`src/rtl/bbox_sample_iterator_pkg.sv`:
```
// Shared raster definitions for the bounding-box sample iterator.
package bbox_sample_iterator_pkg;

    typedef enum logic {
        WAIT = 1'b0,
        TEST = 1'b1
    } iter_state_t;

    localparam int LL = 0;
    localparam int UR = 1;

    // One-hot rate select to sample spacing; anything not one-hot means one sample per pixel.
    function automatic int ss_step(input logic [3:0] sub_sample, input int radix);
        int k;
        case (sub_sample)
            4'b1000: k = 0;
            4'b0100: k = 1;
            4'b0010: k = 2;
            4'b0001: k = 3;
            default: k = 0;
        endcase
        return 1 << (radix - k);
    endfunction

endpackage

```
`src/rtl/bbox_sample_iterator_sample_stepper.sv`:
```
// Raster-order x/y advance and last-sample detection for one bounding box.
module sample_stepper #(
    parameter int SIGFIG = 24
) (
    input  logic signed [SIGFIG-1:0] sample_x,
    input  logic signed [SIGFIG-1:0] sample_y,
    input  logic signed [SIGFIG-1:0] ll_x,
    input  logic signed [SIGFIG-1:0] ur_x,
    input  logic signed [SIGFIG-1:0] ur_y,
    input  logic signed [SIGFIG-1:0] step,
    output logic signed [SIGFIG-1:0] next_x,
    output logic signed [SIGFIG-1:0] next_y,
    output logic                     last
);
    // x runs fastest; wrap to the left edge and move up one row at the right edge
    always_comb begin
        next_x = sample_x;
        next_y = sample_y;
        last   = 1'b0;
        if ((sample_x >= ur_x) && (sample_y >= ur_y)) begin
            last = 1'b1;
        end else if (sample_x >= ur_x) begin
            next_x = ll_x;
            next_y = sample_y + step;
        end else begin
            next_x = sample_x + step;
        end
    end
endmodule

```
`src/rtl/dff.sv`:
```
// Standard flop modules: dff for a packed vector, dff2 for a signed 2-D array.
module dff #(
    parameter int WIDTH         = 1,
    parameter int RETIME_STATUS = 0
) (
    input  logic             clk,
    input  logic             rst,
    input  logic [WIDTH-1:0] d,
    output logic [WIDTH-1:0] q
);
    // Retimable flops carry no reset so synthesis is free to move them.
    if (RETIME_STATUS == 0) begin : g_rst
        // Resettable storage
        always_ff @(posedge clk) begin
            if (rst) begin
                q <= {WIDTH{1'b0}};
            end else begin
                q <= d;
            end
        end
    end else begin : g_norst
        // Reset-free storage
        always_ff @(posedge clk) begin
            q <= d;
        end
    end
endmodule

module dff2 #(
    parameter int WIDTH         = 1,
    parameter int ARRAY_SIZE1   = 1,
    parameter int ARRAY_SIZE2   = 1,
    parameter int RETIME_STATUS = 0
) (
    input  logic                    clk,
    input  logic                    rst,
    input  logic signed [WIDTH-1:0] d [ARRAY_SIZE1-1:0][ARRAY_SIZE2-1:0],
    output logic signed [WIDTH-1:0] q [ARRAY_SIZE1-1:0][ARRAY_SIZE2-1:0]
);
    // Array storage; reset only when not retimable
    always_ff @(posedge clk) begin
        for (int i = 0; i < ARRAY_SIZE1; i++) begin
            for (int j = 0; j < ARRAY_SIZE2; j++) begin
                if (rst && (RETIME_STATUS == 0)) begin
                    q[i][j] <= {WIDTH{1'b0}};
                end else begin
                    q[i][j] <= d[i][j];
                end
            end
        end
    end
endmodule

```
`src/rtl/bbox_sample_iterator.sv`:
```
// Iterates every sample in a triangle's bounding box, one per cycle, holding
// the upstream bbox stage off while a triangle is in flight.
module bbox_sample_iterator
    import bbox_sample_iterator_pkg::*;
#(
    parameter int SIGFIG = 24,
    parameter int RADIX  = 10,
    parameter int VERTS  = 3,
    parameter int AXIS   = 3,
    parameter int COLORS = 3
) (
    input  logic                     clk,
    input  logic                     rst,
    input  logic signed [SIGFIG-1:0] tri_R14S [VERTS-1:0][AXIS-1:0],
    input  logic        [SIGFIG-1:0] color_R14U [COLORS-1:0],
    input  logic signed [SIGFIG-1:0] box_R14S [1:0][1:0],
    input  logic                     validTri_R14H,
    input  logic        [3:0]        subSample_RnnnnU,
    output logic                     halt_RnnnnL,
    output logic signed [SIGFIG-1:0] tri_R16S [VERTS-1:0][AXIS-1:0],
    output logic        [SIGFIG-1:0] color_R16U [COLORS-1:0],
    output logic signed [SIGFIG-1:0] sample_R16S [1:0],
    output logic                     validSamp_R16H
);

    iter_state_t state_q, state_d;
    logic               accept_s;
    logic               last_s;
    logic signed [SIGFIG-1:0] next_x_s, next_y_s;
    logic signed [SIGFIG-1:0] ll_x_q, ll_x_d, ur_x_q, ur_x_d, ur_y_q, ur_y_d;
    logic signed [SIGFIG-1:0] step_q, step_d;
    logic signed [SIGFIG-1:0] sample_d [1:0];
    logic signed [SIGFIG-1:0] tri_d [VERTS-1:0][AXIS-1:0];
    logic        [SIGFIG-1:0] color_d [COLORS-1:0];

    assign accept_s       = (state_q == WAIT) && validTri_R14H;
    assign halt_RnnnnL    = (state_q == WAIT);
    assign validSamp_R16H = (state_q == TEST);

    sample_stepper #(.SIGFIG(SIGFIG)) u_stepper (
        .sample_x (sample_R16S[0]),
        .sample_y (sample_R16S[1]),
        .ll_x     (ll_x_q),
        .ur_x     (ur_x_q),
        .ur_y     (ur_y_q),
        .step     (step_q),
        .next_x   (next_x_s),
        .next_y   (next_y_s),
        .last     (last_s)
    );

    // Next-state logic
    always_comb begin
        state_d = state_q;
        case (state_q)
            WAIT: begin
                if (validTri_R14H) begin
                    state_d = TEST;
                end else begin
                    state_d = WAIT;
                end
            end
            TEST: begin
                if (last_s) begin
                    state_d = WAIT;
                end else begin
                    state_d = TEST;
                end
            end
            default: state_d = WAIT;
        endcase
    end

    // State register
    always_ff @(posedge clk) begin
        if (rst) begin
            state_q <= WAIT;
        end else begin
            state_q <= state_d;
        end
    end

    // Triangle latch at accept, sample advance while testing
    always_comb begin
        tri_d       = tri_R16S;
        color_d     = color_R16U;
        ll_x_d      = ll_x_q;
        ur_x_d      = ur_x_q;
        ur_y_d      = ur_y_q;
        step_d      = step_q;
        sample_d[0] = sample_R16S[0];
        sample_d[1] = sample_R16S[1];
        if (accept_s) begin
            tri_d       = tri_R14S;
            color_d     = color_R14U;
            ll_x_d      = box_R14S[LL][0];
            ur_x_d      = box_R14S[UR][0];
            ur_y_d      = box_R14S[UR][1];
            step_d      = SIGFIG'(ss_step(subSample_RnnnnU, RADIX));
            sample_d[0] = box_R14S[LL][0];
            sample_d[1] = box_R14S[LL][1];
        end else if (state_q == TEST) begin
            sample_d[0] = next_x_s;
            sample_d[1] = next_y_s;
        end else begin
            sample_d[0] = sample_R16S[0];
            sample_d[1] = sample_R16S[1];
        end
    end

    // Latched box edges and step for the triangle in flight
    always_ff @(posedge clk) begin
        if (rst) begin
            ll_x_q <= {SIGFIG{1'b0}};
            ur_x_q <= {SIGFIG{1'b0}};
            ur_y_q <= {SIGFIG{1'b0}};
            step_q <= {SIGFIG{1'b0}};
        end else begin
            ll_x_q <= ll_x_d;
            ur_x_q <= ur_x_d;
            ur_y_q <= ur_y_d;
            step_q <= step_d;
        end
    end

    dff2 #(
        .WIDTH(SIGFIG), .ARRAY_SIZE1(VERTS), .ARRAY_SIZE2(AXIS), .RETIME_STATUS(0)
    ) u_tri (
        .clk (clk),
        .rst (rst),
        .d   (tri_d),
        .q   (tri_R16S)
    );

    for (genvar c = 0; c < COLORS; c++) begin : g_color
        dff #(.WIDTH(SIGFIG), .RETIME_STATUS(0)) u_color (
            .clk (clk),
            .rst (rst),
            .d   (color_d[c]),
            .q   (color_R16U[c])
        );
    end

    for (genvar s = 0; s < 2; s++) begin : g_sample
        dff #(.WIDTH(SIGFIG), .RETIME_STATUS(0)) u_sample (
            .clk (clk),
            .rst (rst),
            .d   (sample_d[s]),
            .q   (sample_R16S[s])
        );
    end

endmodule

```
`config.mk`:
```
export PLATFORM = sky130hd
export DESIGN_NAME = bbox_sample_iterator
export DESIGN_NICKNAME = d
export VERILOG_FILES = /design/src/rtl/bbox_sample_iterator_pkg.sv /design/src/rtl/bbox_sample_iterator_sample_stepper.sv /design/src/rtl/dff.sv /design/src/rtl/bbox_sample_iterator.sv
export SDC_FILE = /design/constraint.sdc
export NUM_CORES = 1
export LEC_CHECK = 0
export ABC_CLOCK_PERIOD_IN_PS = 3200
export CAP_MARGIN = 0
export CORE_AREA = 5 5 282 284
export CTS_BUF_LIST = sky130_fd_sc_hd__clkbuf_2
export CTS_CLUSTER_DIAMETER = 150
export CTS_CLUSTER_SIZE = 16
export DETAILED_ROUTE_END_ITERATION = 10
export DIE_AREA = 0 0 287 289
export DONT_BUFFER_PORTS = 1
export SLEW_MARGIN = 20
export SYNTH_ARGS = -nofsm -noshare
export SYNTH_HDL_FRONTEND = slang
export SYNTH_SLANG_ARGS = --single-unit
export TNS_END_PERCENT = 10
```
`constraint.sdc`:
```
create_clock -name clk -period 3.2 [get_ports clk]
set_input_delay 0.64 -clock clk [delete_from_list [all_inputs] [get_ports clk]]
set_output_delay 0.64 -clock clk [all_outputs]
set_load 0.05 [all_outputs]
```
==> results of run 1 <==
## through the flow
| step | instance area (µm²) | setup TNS [ps] | setup WS, ps |
|---|---|---|---|
| 3_3_place_gp | 19400 | 0 | 62.9 |
| 2_1_floorplan | 17900 | 0 | 42.2 |
| 3_5_place_dp | 19400 | -26.9 | -26.9 |
## cells by family after synthesis
logic type | Yosys count | share of synthesized area
buf+inv | 216 | 0.0471
mux | 25 | 0.0141
flops | 422 | 0.473
compound gates | 583 | 0.185
fa+ha+maj | 82 | 0.0582
xor+xnor | 28 | 0.0137
simple gates | 918 | 0.210
## synth_stat cells, types with 4 or more instances
cell / number / area (µm²)
a21o_1: 14 / 105
nand2_1: 763 / 2860
inv_1: 68 / 255
mux2i_1: 24 / 240
a21oi_1: 423 / 2120
a32oi_1: 4 / 35.0
o211ai_1: 9 / 67.6
dfxtp_1: 422 / 8450
nand2b_1: 4 / 25.0
nor2_1: 43 / 161
xnor2_1: 19 / 166
a31oi_1: 9 / 56.3
ha_1: 80 / 1000
buf_2: 4 / 20.0
o21ai_1: 5 / 25.0
and2_1: 4 / 25.0
nand4_1: 11 / 68.8
xor2_1: 9 / 78.8
a311oi_1: 6 / 52.6
o21a_1: 4 / 30.0
nor2b_1: 5 / 31.3
a211o_1: 4 / 35.0
a22oi_1: 4 / 30.0
nor3_1: 17 / 85.1
nand3_1: 22 / 110
clkbuf_1: 135 / 507
o21ai_0: 48 / 240
a211oi_1: 14 / 105
and3_1: 19 / 119
nor4_1: 6 / 37.5
a21boi_0: 4 / 30.0
==> impl_metrics.prom, run 1 <==
# TYPE chip_impl_metric gauge
chip_impl_metric{name="port_buffers",unit=""} 0
chip_impl_metric{name="clock_sinks",unit=""} 422
chip_impl_info{name="root_buffer_cell",value="clkbuf_2"} 1
chip_impl_metric{name="cts_buffers",unit=""} 30
chip_impl_metric{name="synth.yosys.seq_area_share",unit=""} 0.473
chip_impl_metric{name="synth.lib_cells_used.distinct",unit=""} 77
chip_impl_metric{name="dp_hpwl",unit="µm"} 50800
chip_impl_metric{name="synth_edf_count",unit=""} 0
chip_impl_metric{name="synth.net_count",unit=""} 2747
chip_impl_metric{name="cts_post_setup_buffers_inserted",unit=""} 0
chip_impl_metric{name="ioPinCount",unit=""} 729
chip_impl_info{name="outcome",value="did not finish"} 1
chip_impl_metric{name="yosys_register_bits",unit=""} 422
chip_impl_metric{name="yosys_warnings",unit=""} 0
chip_impl_info{name="stopping_stage",value="clock tree synthesis (4_1_cts)"} 1
chip_impl_metric{name="finalWeightedCongestion",unit=""} 0.886
chip_impl_metric{name="cts_hold_buffers",unit=""} 660
chip_impl_info{name="synth_ff_type",value="dfxtp_1"} 1
chip_impl_metric{name="synthesis.area",unit="mm²"} 0.0179
chip_impl_metric{name="cts_htree_levels",unit=""} 1
chip_impl_info{name="first-error",value="[ERROR RSZ-0060] Max buffer count reached."} 1
chip_impl_metric{name="row_cnt",unit=""} 102
chip_impl_metric{name="syn-mean-instance-area",unit="µm²"} 7.86
chip_impl_metric{name="cts-root-to-sink-buffers",unit=""} 3
chip_impl_metric{name="dpl.cell_count",unit=""} 3258
chip_impl_metric{name="post_cts.resized_instances",unit=""} 3
chip_impl_metric{name="die_width",unit="µm"} 287
chip_impl_metric{name="die-height",unit="µm"} 289
chip_impl_metric{name="netlist_instances",unit=""} 2274
chip_impl_metric{name="postSynth.asyncResetShare",unit=""} 0
chip_impl_metric{name="initial_core_util",unit=""} 0.233
==> run 2, diff against run 1 <==
--- a/config.mk
+++ b/config.mk
@@ -7,13 +7,11 @@
 export LEC_CHECK = 0
 export ABC_CLOCK_PERIOD_IN_PS = 3200
 export CAP_MARGIN = 0
-export CORE_AREA = 5 5 282 284
-export CTS_BUF_LIST = sky130_fd_sc_hd__clkbuf_2
-export CTS_CLUSTER_DIAMETER = 150
-export CTS_CLUSTER_SIZE = 16
+export CORE_MARGIN = 5
+export CORE_UTILIZATION = 20
 export DETAILED_ROUTE_END_ITERATION = 10
-export DIE_AREA = 0 0 287 289
 export DONT_BUFFER_PORTS = 1
+export PLACE_DENSITY_LB_ADDON = 0.15
 export SLEW_MARGIN = 20
 export SYNTH_ARGS = -nofsm -noshare
 export SYNTH_HDL_FRONTEND = slang
==> run 2 against run 1 <==
Against the previous run: the run now ends clean; synthesized area unchanged; synthesized cell count unchanged.
==> impl_metrics.prom, run 2 <==
# TYPE chip_impl_metric gauge
chip_impl_info{name="outcome",value="finished, final reports clean"} 1
chip_impl_metric{name="clkTransAtPathRegs",unit="ps"} 60
chip_impl_info{name="layout_common_cells",value="762 x nand2_1, 422 x a21oi_1, 420 x dfxtp_1"} 1
chip_impl_info{name="largestRegisters",value="u_tri.q (216), g_color.u_color.q (72), g_sample.u_sample.q (48)"} 1
chip_impl_metric{name="die_width",unit="µm"} 309
chip_impl_metric{name="finalCriticalPeriod",unit="ps"} 3050
chip_impl_metric{name="total_power",unit="mW"} 21.6
chip_impl_metric{name="p_leak",unit="nW"} 8.41
chip_impl_info{name="tightest_hold_check_type",value="in2reg"} 1
chip_impl_metric{name="critPathBufInv",unit=""} 2
chip_impl_metric{name="hold_violations",unit=""} 0
chip_impl_metric{name="cts_buffers",unit=""} 53
chip_impl_metric{name="nNetsFinal",unit=""} 2767
chip_impl_metric{name="global_route.usage.met2",unit=""} 0.266
chip_impl_metric{name="grt_first_pass_wirelength",unit="µm"} 108000
chip_impl_metric{name="cts_htree_levels",unit=""} 2
chip_impl_metric{name="syn-mean-instance-area",unit="µm²"} 7.86
chip_impl_info{name="netlist_top_cells_area",value="dfxtp_1 47%, nand2_1 16%, a21oi_1 12%"} 1
chip_impl_metric{name="synth.net_count",unit=""} 2747
chip_impl_info{name="timing_worst_setup_path_type",value="reg2reg"} 1
chip_impl_metric{name="synth_top_cell_area_share",unit=""} 0.473
chip_impl_info{name="timing.critical_path.cells",value="inv_1 -> ha_1 -> nand4_1 -> nor4_4 -> a22oi_1 -> and3_4 -> a21oi_2 -> nor2_2 -> buf_4 -> nor4_4 -> or3b_1 -> a311oi_2"} 1
chip_impl_metric{name="postLayoutSetupSlackWorst",unit="ps"} 150
chip_impl_metric{name="pre_cts_ws",unit="ps"} -99.8
chip_impl_metric{name="p_per_area",unit="mW/mm²"} 1000
chip_impl_metric{name="detailedRoute.firstPassIterationCount",unit=""} 5
chip_impl_metric{name="cts_post_setup_buffers_inserted",unit=""} 0
chip_impl_metric{name="cts-root-to-sink-buffers",unit=""} 3
chip_impl_metric{name="number_of_antenna_violations_at_the_first_check_in_global_routing",unit=""} 5
chip_impl_metric{name="routed_wl",unit="µm"} 77400
chip_impl_metric{name="row_cnt",unit=""} 109
chip_impl_metric{name="netlist_instances",unit=""} 2274
chip_impl_info{name="cts_tree",value="done"} 1
chip_impl_metric{name="port_buffers",unit=""} 0
chip_impl_metric{name="drv.max_cap_violation_count",unit=""} 0
chip_impl_info{name="mostFrequentLayoutCell",value="nand2_1"} 1
chip_impl_info{name="busiest_layer",value="met2"} 1
chip_impl_metric{name="met1_track_usage_gr",unit=""} 0.168
chip_impl_metric{name="finalWeightedCongestion",unit=""} 0.848
chip_impl_metric{name="grt.overflow.total",unit=""} 0
chip_impl_metric{name="die-height",unit="µm"} 309
chip_impl_metric{name="yosys_warnings",unit=""} 0
chip_impl_metric{name="die-area",unit="mm²"} 0.0955
chip_impl_metric{name="postSynth.asyncResetShare",unit=""} 0
chip_impl_metric{name="timing.final.max_slew_violations",unit=""} 0
chip_impl_metric{name="via_count",unit=""} 16057
chip_impl_metric{name="layout.filler_cells",unit=""} 9746
chip_impl_metric{name="worst_slew_pin_slew",unit="ps"} 804
chip_impl_info{name="cp_common_cell",value="nor4_4"} 1
chip_impl_info{name="synth.largest_area_cell",value="dfxtp_1"} 1
chip_impl_metric{name="multi_input_comb_area",unit="mm²"} 0.00868
chip_impl_metric{name="clk-insertion-delay-late",unit="ps"} 620
chip_impl_metric{name="vdd_drop_max",unit="mV"} 0.517
chip_impl_metric{name="synth_edf_count",unit=""} 0
chip_impl_metric{name="core_area",unit="mm²"} 0.0885
chip_impl_metric{name="maxClockFrequency",unit="MHz"} 328
chip_impl_metric{name="critPathRequiredTime",unit="ps"} 3710
chip_impl_metric{name="m3_gr_usage",unit=""} 0.0533
chip_impl_metric{name="finClkSkew",unit="ps"} 17.4
chip_impl_info{name="synth.most_common_cell",value="nand2_1"} 1
chip_impl_metric{name="average_via_count_per_standard_cell",unit=""} 4.59
chip_impl_metric{name="routed_length_per_placed_instance",unit="µm"} 22.1
chip_impl_metric{name="synth.lib_cells_used.distinct",unit=""} 77
chip_impl_metric{name="initialDrtViolationCount",unit=""} 913
chip_impl_metric{name="synth.yosys.seq_area_share",unit=""} 0.473
chip_impl_info{name="critical-path-top-delay-family",value="simple AND/OR/NAND/NOR gates"} 1
chip_impl_metric{name="grt_max_degree",unit=""} 393
chip_impl_metric{name="slew-limit-headroom",unit=""} 0.464
chip_impl_info{name="synth_common_cells",value="763 x nand2_1, 423 x a21oi_1, 422 x dfxtp_1, 135 x clkbuf_1, 80 x ha_1"} 1
chip_impl_metric{name="synth_to_layout_area_growth",unit="%"} 21.0
chip_impl_metric{name="largest_register_ff_count",unit=""} 216
chip_impl_metric{name="remaining_number_of_nets_flagged_by_the_antenna_check_after_routing",unit=""} 0
chip_impl_metric{name="synthesis.area",unit="mm²"} 0.0179
chip_impl_metric{name="clock_sinks",unit=""} 422
chip_impl_metric{name="timing.final.setup_violations",unit=""} 0
chip_impl_metric{name="initial_core_util",unit=""} 0.202
chip_impl_info{name="grt_setup_unrepaired",value="true"} 1
chip_impl_metric{name="yosys_register_bits",unit=""} 422
chip_impl_metric{name="grt_pass1_vias",unit=""} 16085
chip_impl_metric{name="period_share",unit=""} 0.953
chip_impl_metric{name="remaining_drc_errors",unit=""} 0
chip_impl_metric{name="area.sequential",unit="mm²"} 0.00845
chip_impl_metric{name="largest_fanout_on_the_critical_path",unit=""} 13
chip_impl_info{name="critical_path.slowest_cell",value="or3b_1"} 1
chip_impl_info{name="critPathCaptureType",value="flip-flop"} 1
chip_impl_metric{name="finish.utilization",unit=""} 0.244
chip_impl_info{name="sort_of_element_at_the_start_of_the_critical_path",value="flip-flop"} 1
chip_impl_metric{name="dp_hpwl",unit="µm"} 59300
chip_impl_metric{name="critical_path.max_stage_delay",unit="ps"} 390
chip_impl_info{name="synth_ff_type",value="dfxtp_1"} 1
chip_impl_info{name="root_buffer_cell",value="clkbuf_16"} 1
chip_impl_metric{name="critical_path_arrival",unit="ps"} 3560
chip_impl_metric{name="ioPinCount",unit=""} 729
chip_impl_metric{name="drive_gt1_frac",unit=""} 0.101
chip_impl_info{name="largest-register",value="u_tri.q"} 1
chip_impl_metric{name="gr-usage-all-layers",unit=""} 0.150
-- run 2: cell counts after synthesis --
No cell type changed its count.
-- run 2: per-layer routing --
metal / vias up / wire length [µm]
met1: 7698 / 29700
li1: 7673 / -
met3: 105 / 6670
met2: 575 / 38900
met4: 6 / 2090
met5: - / 44
-- run 2: repair_timing --
item,CTS,global route
endpoints found under the hold margin,0,0
pin swaps,0,6
setup endpoints to repair,12,26
hold buffers,0,0
resized for setup,4,14
gates cloned,0,0
-- run 2: final cells by class --
cell class / count / share of cell area
repair buffers: 112 / 0.0456
clock buffers: 70 / 0.0689
flip-flops and latches: 422 / 0.391
inverters: 69 / 0.0120
diodes: 4 / 0.000463
multi-input cells: 1636 / 0.401
clock inverters: 21 / 0.0135
well taps: 1165 / 0.0674
-- run 2: logic make-up after synthesis --
logic type      Yosys count  share of synthesized area
compound gates          583                      0.185
xor+xnor                 28                     0.0137
fa+ha+maj                82                     0.0582
buf+inv                 216                     0.0471
flops                   422                      0.473
mux                      25                     0.0141
simple gates            918                      0.210
-- run 2: worst reg2reg max path, stage by stage (launching register included) --
cell	delay, ps
dfxtp_1	340
inv_1	50
ha_1	280
nand4_1	210
nor4_4	370
a22oi_1	140
and3_4	170
a21oi_2	160
nor2_2	80
buf_4	210
nor4_4	250
or3b_1	390
a311oi_2	270
-- run 2: worst paths after layout --
check / start / cells after the start / slack, ps / endpoint
max: ur_y_q[10]$_SDFFE_PP0P_ / 12 / 150 / g_sample[1].u_sample.q[19]$_SDFFE_PP0P_
min: rst / 1 / 110 / u_tri.q[43]$_SDFFE_PP0P_
max reg2reg: ur_y_q[10]$_SDFFE_PP0P_ / 12 / 150 / g_sample[1].u_sample.q[19]$_SDFFE_PP0P_
min reg2reg: ur_x_q[6]$_SDFFE_PP0P_ / 2 / 450 / ur_x_q[6]$_SDFFE_PP0P_
-- run 2: where the power goes --
part / switching (mW) / internal, mW / total [mW] / leakage [nW]
clock: 2.43 / 3.80 / 6.24 / 0.876
sequential: 2.44 / 6.08 / 8.52 / 3.47
combinational: 4.52 / 2.33 / 6.86 / 4.07
-- run 2: per-stage QoR --
step	instance area [µm²]	TNS, ps	hold WS [ps]	instances
finish	21600	0	108	3499
global route	21600	-42.2	57.6	3497
CTS	21500	-35.1	62.7	3495
detailed placement	19700	-368	447	3404
global placement	19700	-66.9	443	3404
floorplan	17900	0	432	2274
Power figures use the tool's default switching activity.
==> variant: new RTL, settings of run 2 <==
Register the outputs `halt_RnnnnL` and `validSamp_R16H`, with the module's reset; this adds one clock of latency there. The other outputs are not delayed to match.
--- a/src/rtl/bbox_sample_iterator.sv
+++ b/src/rtl/bbox_sample_iterator.sv
@@ -34,8 +34,15 @@
     logic        [SIGFIG-1:0] color_d [COLORS-1:0];
 
     assign accept_s       = (state_q == WAIT) && validTri_R14H;
-    assign halt_RnnnnL    = (state_q == WAIT);
-    assign validSamp_R16H = (state_q == TEST);
+    always_ff @(posedge clk) begin
+        if (rst) begin
+            halt_RnnnnL    <= '0;
+            validSamp_R16H <= '0;
+        end else begin
+            halt_RnnnnL    <= (state_q == WAIT);
+            validSamp_R16H <= (state_q == TEST);
+        end
+    end
 
     sample_stepper #(.SIGFIG(SIGFIG)) u_stepper (
         .sample_x (sample_R16S[0]),
Formal check against the unedited RTL: not equivalent (a bounded check fails within 4 cycles, from zero or initial values and one cycle with rst high).
==> variant against run 2 <==
Clock power up 2%; first-iteration DRC count grew 6.2%; critical path depth stayed put; worst setup slack got worse by 0.088 ns; die area grew 0.62%; sequential power up 0.5%; sequential share of layout area is 0.21 points lower; synthesized area is 0.64% higher; count of clock-buffer cells in the layout increased by 10; sequential cell count rose by 2; routed wire length decreased by 6.1%; total power fell by 0.23%; final area increased by 1.1%.
==> variant: results <==
[power]
leakagePower_nw = 8.50
ir_worst_vdd_mv = 0.537

[grt]
antenna_found_initial = 11
grt_pass1_wl_um = 102000
first_global_vias = 15500
grt_usage_pct = 13.9

[routing]
dr_total_vias = 15900
routed_wl_um = 72600
avgViaCountPerCell = 4.50
drt-initial-drc-count = 970

[clock_network]
tritoncts.num_buffers = 54
cts-root-buf = "clkbuf_16"

[finish]
top_regs = "u_tri.q x216, g_color.u_color.q x72, g_sample.u_sample.q x48"
drive_gt1_share_pct = 9.70

[setup_path]
cp_max_fo = 14

[synth]
synth_cell_types = 66
synth_cells = 2308
synthTopCellsByArea = "dfxtp_1, nand2_1, a21oi_1"
yosysSeqAreaShare_pct = 47.2
synth_common_cells = "nand2_1, a21oi_1, dfxtp_1"

[sta]
tightest_slew_ns = 1.02
fin_skew_ns = 0.0268

[placement]
gp_congestion = 0.829
pre_cts_ws_ns = -0.0324
dpl.hpwl_um = 54600
placedCellCount = 3437

[status]
outcome = "completed"

[min_path]
hold_class = "in -> reg"
## variant: changes by cell type in the layout (fill, tap and decap cells not counted), sizes merged, moves of 6 or more
cell	delta
nand2	+23
a311o	+12
a21oi	+11
o31ai	+7
a211oi	-10
nor3	-7
clkbuf	+10
or4	+6
## variant: timing repair
item	in CTS	in global routing
setup buffers	1	0
gates resized for setup	5	19
cloned	1	0
pin swaps	2	1
hold buffers	0	0
setup endpoints to repair	3	35
endpoints found under the hold margin	0	0
## variant: cell type report
class | count | area (µm²)
clock buffer | 80 | 1580
inverter | 68 | 255
fill | 9805 | 67700
timing repair buffer | 110 | 992
tap | 1176 | 1470
antenna | 4 | 10.0
sequential | 424 | 8490
clock inverter | 18 | 277
multi-input combinational | 1661 | 8770
## variant: final timing paths
kind / cells past startpoint / from / slack (ns) / end
worst min register to register: 2 / ur_x_q[5] / 0.45 / ur_x_q[5]
worst max register to register: 12 / ur_x_q[23] / 0.06 / g_sample[0].u_sample.q[19]
worst max-delay path: 12 / ur_x_q[23] / 0.06 / g_sample[0].u_sample.q[19]
worst min-delay path: 1 / rst / 0.10 / u_tri.q[85]
## variant: routing by layer
layer	vias to the layer above	GRT usage [%]	share of wire (%)
li1	7772	-	-
met1	7466	16.5	39
met2	584	23.2	48
met3	93	5.97	11
met4	8	3.70	2.3
met5	-	0	0.076
## variant: report_power, final
part | switching, mW | internal (mW) | leakage, nW
Combinational | 4.26 | 2.36 | 4.10
Sequential | 2.44 | 6.11 | 3.48
Clock | 2.43 | 3.96 | 0.917
## variant: kinds of logic (layout without fill, tap and decap cells)
group | after synthesis | in the layout | synth area share (%)
and+or+nand+nor | 934 | 934 | 21.0
AOI/OAI and AO/OA | 596 | 596 | 18.7
DFF | 424 | 424 | 47.2
buffers and inverters | 223 | 276 | 4.80
adders and majority gates | 82 | 82 | 5.79
xor gates and xnor gates | 29 | 29 | 1.41
muxes | 20 | 20 | 1.14
other | 0 | 4 | 0
## variant: critical path: stages (launching register included)
cell and delay, ns:
dfxtp_1 0.34, inv_1 0.07, ha_4 0.28, nand3_2 0.09, or4_4 0.58, a2111oi_4 0.26
nor4_4 0.10, buf_4 0.16, mux2i_2 0.15, or4_4 0.53, buf_6 0.17, o31a_1 0.11
o32ai_2 0.19
## variant: stage by stage
| stage | area, µm² | hold slack [ns] |
|---|---|---|
| 2_1_floorplan | 18000 | 0.431 |
| 3_3_place_gp | 19800 | 0.447 |
| 3_5_place_dp | 19800 | 0.449 |
| 4_1_cts | 21800 | 0.0635 |
| 5_1_grt | 21800 | 0.0628 |
| 6_report | 21900 | 0.100 |
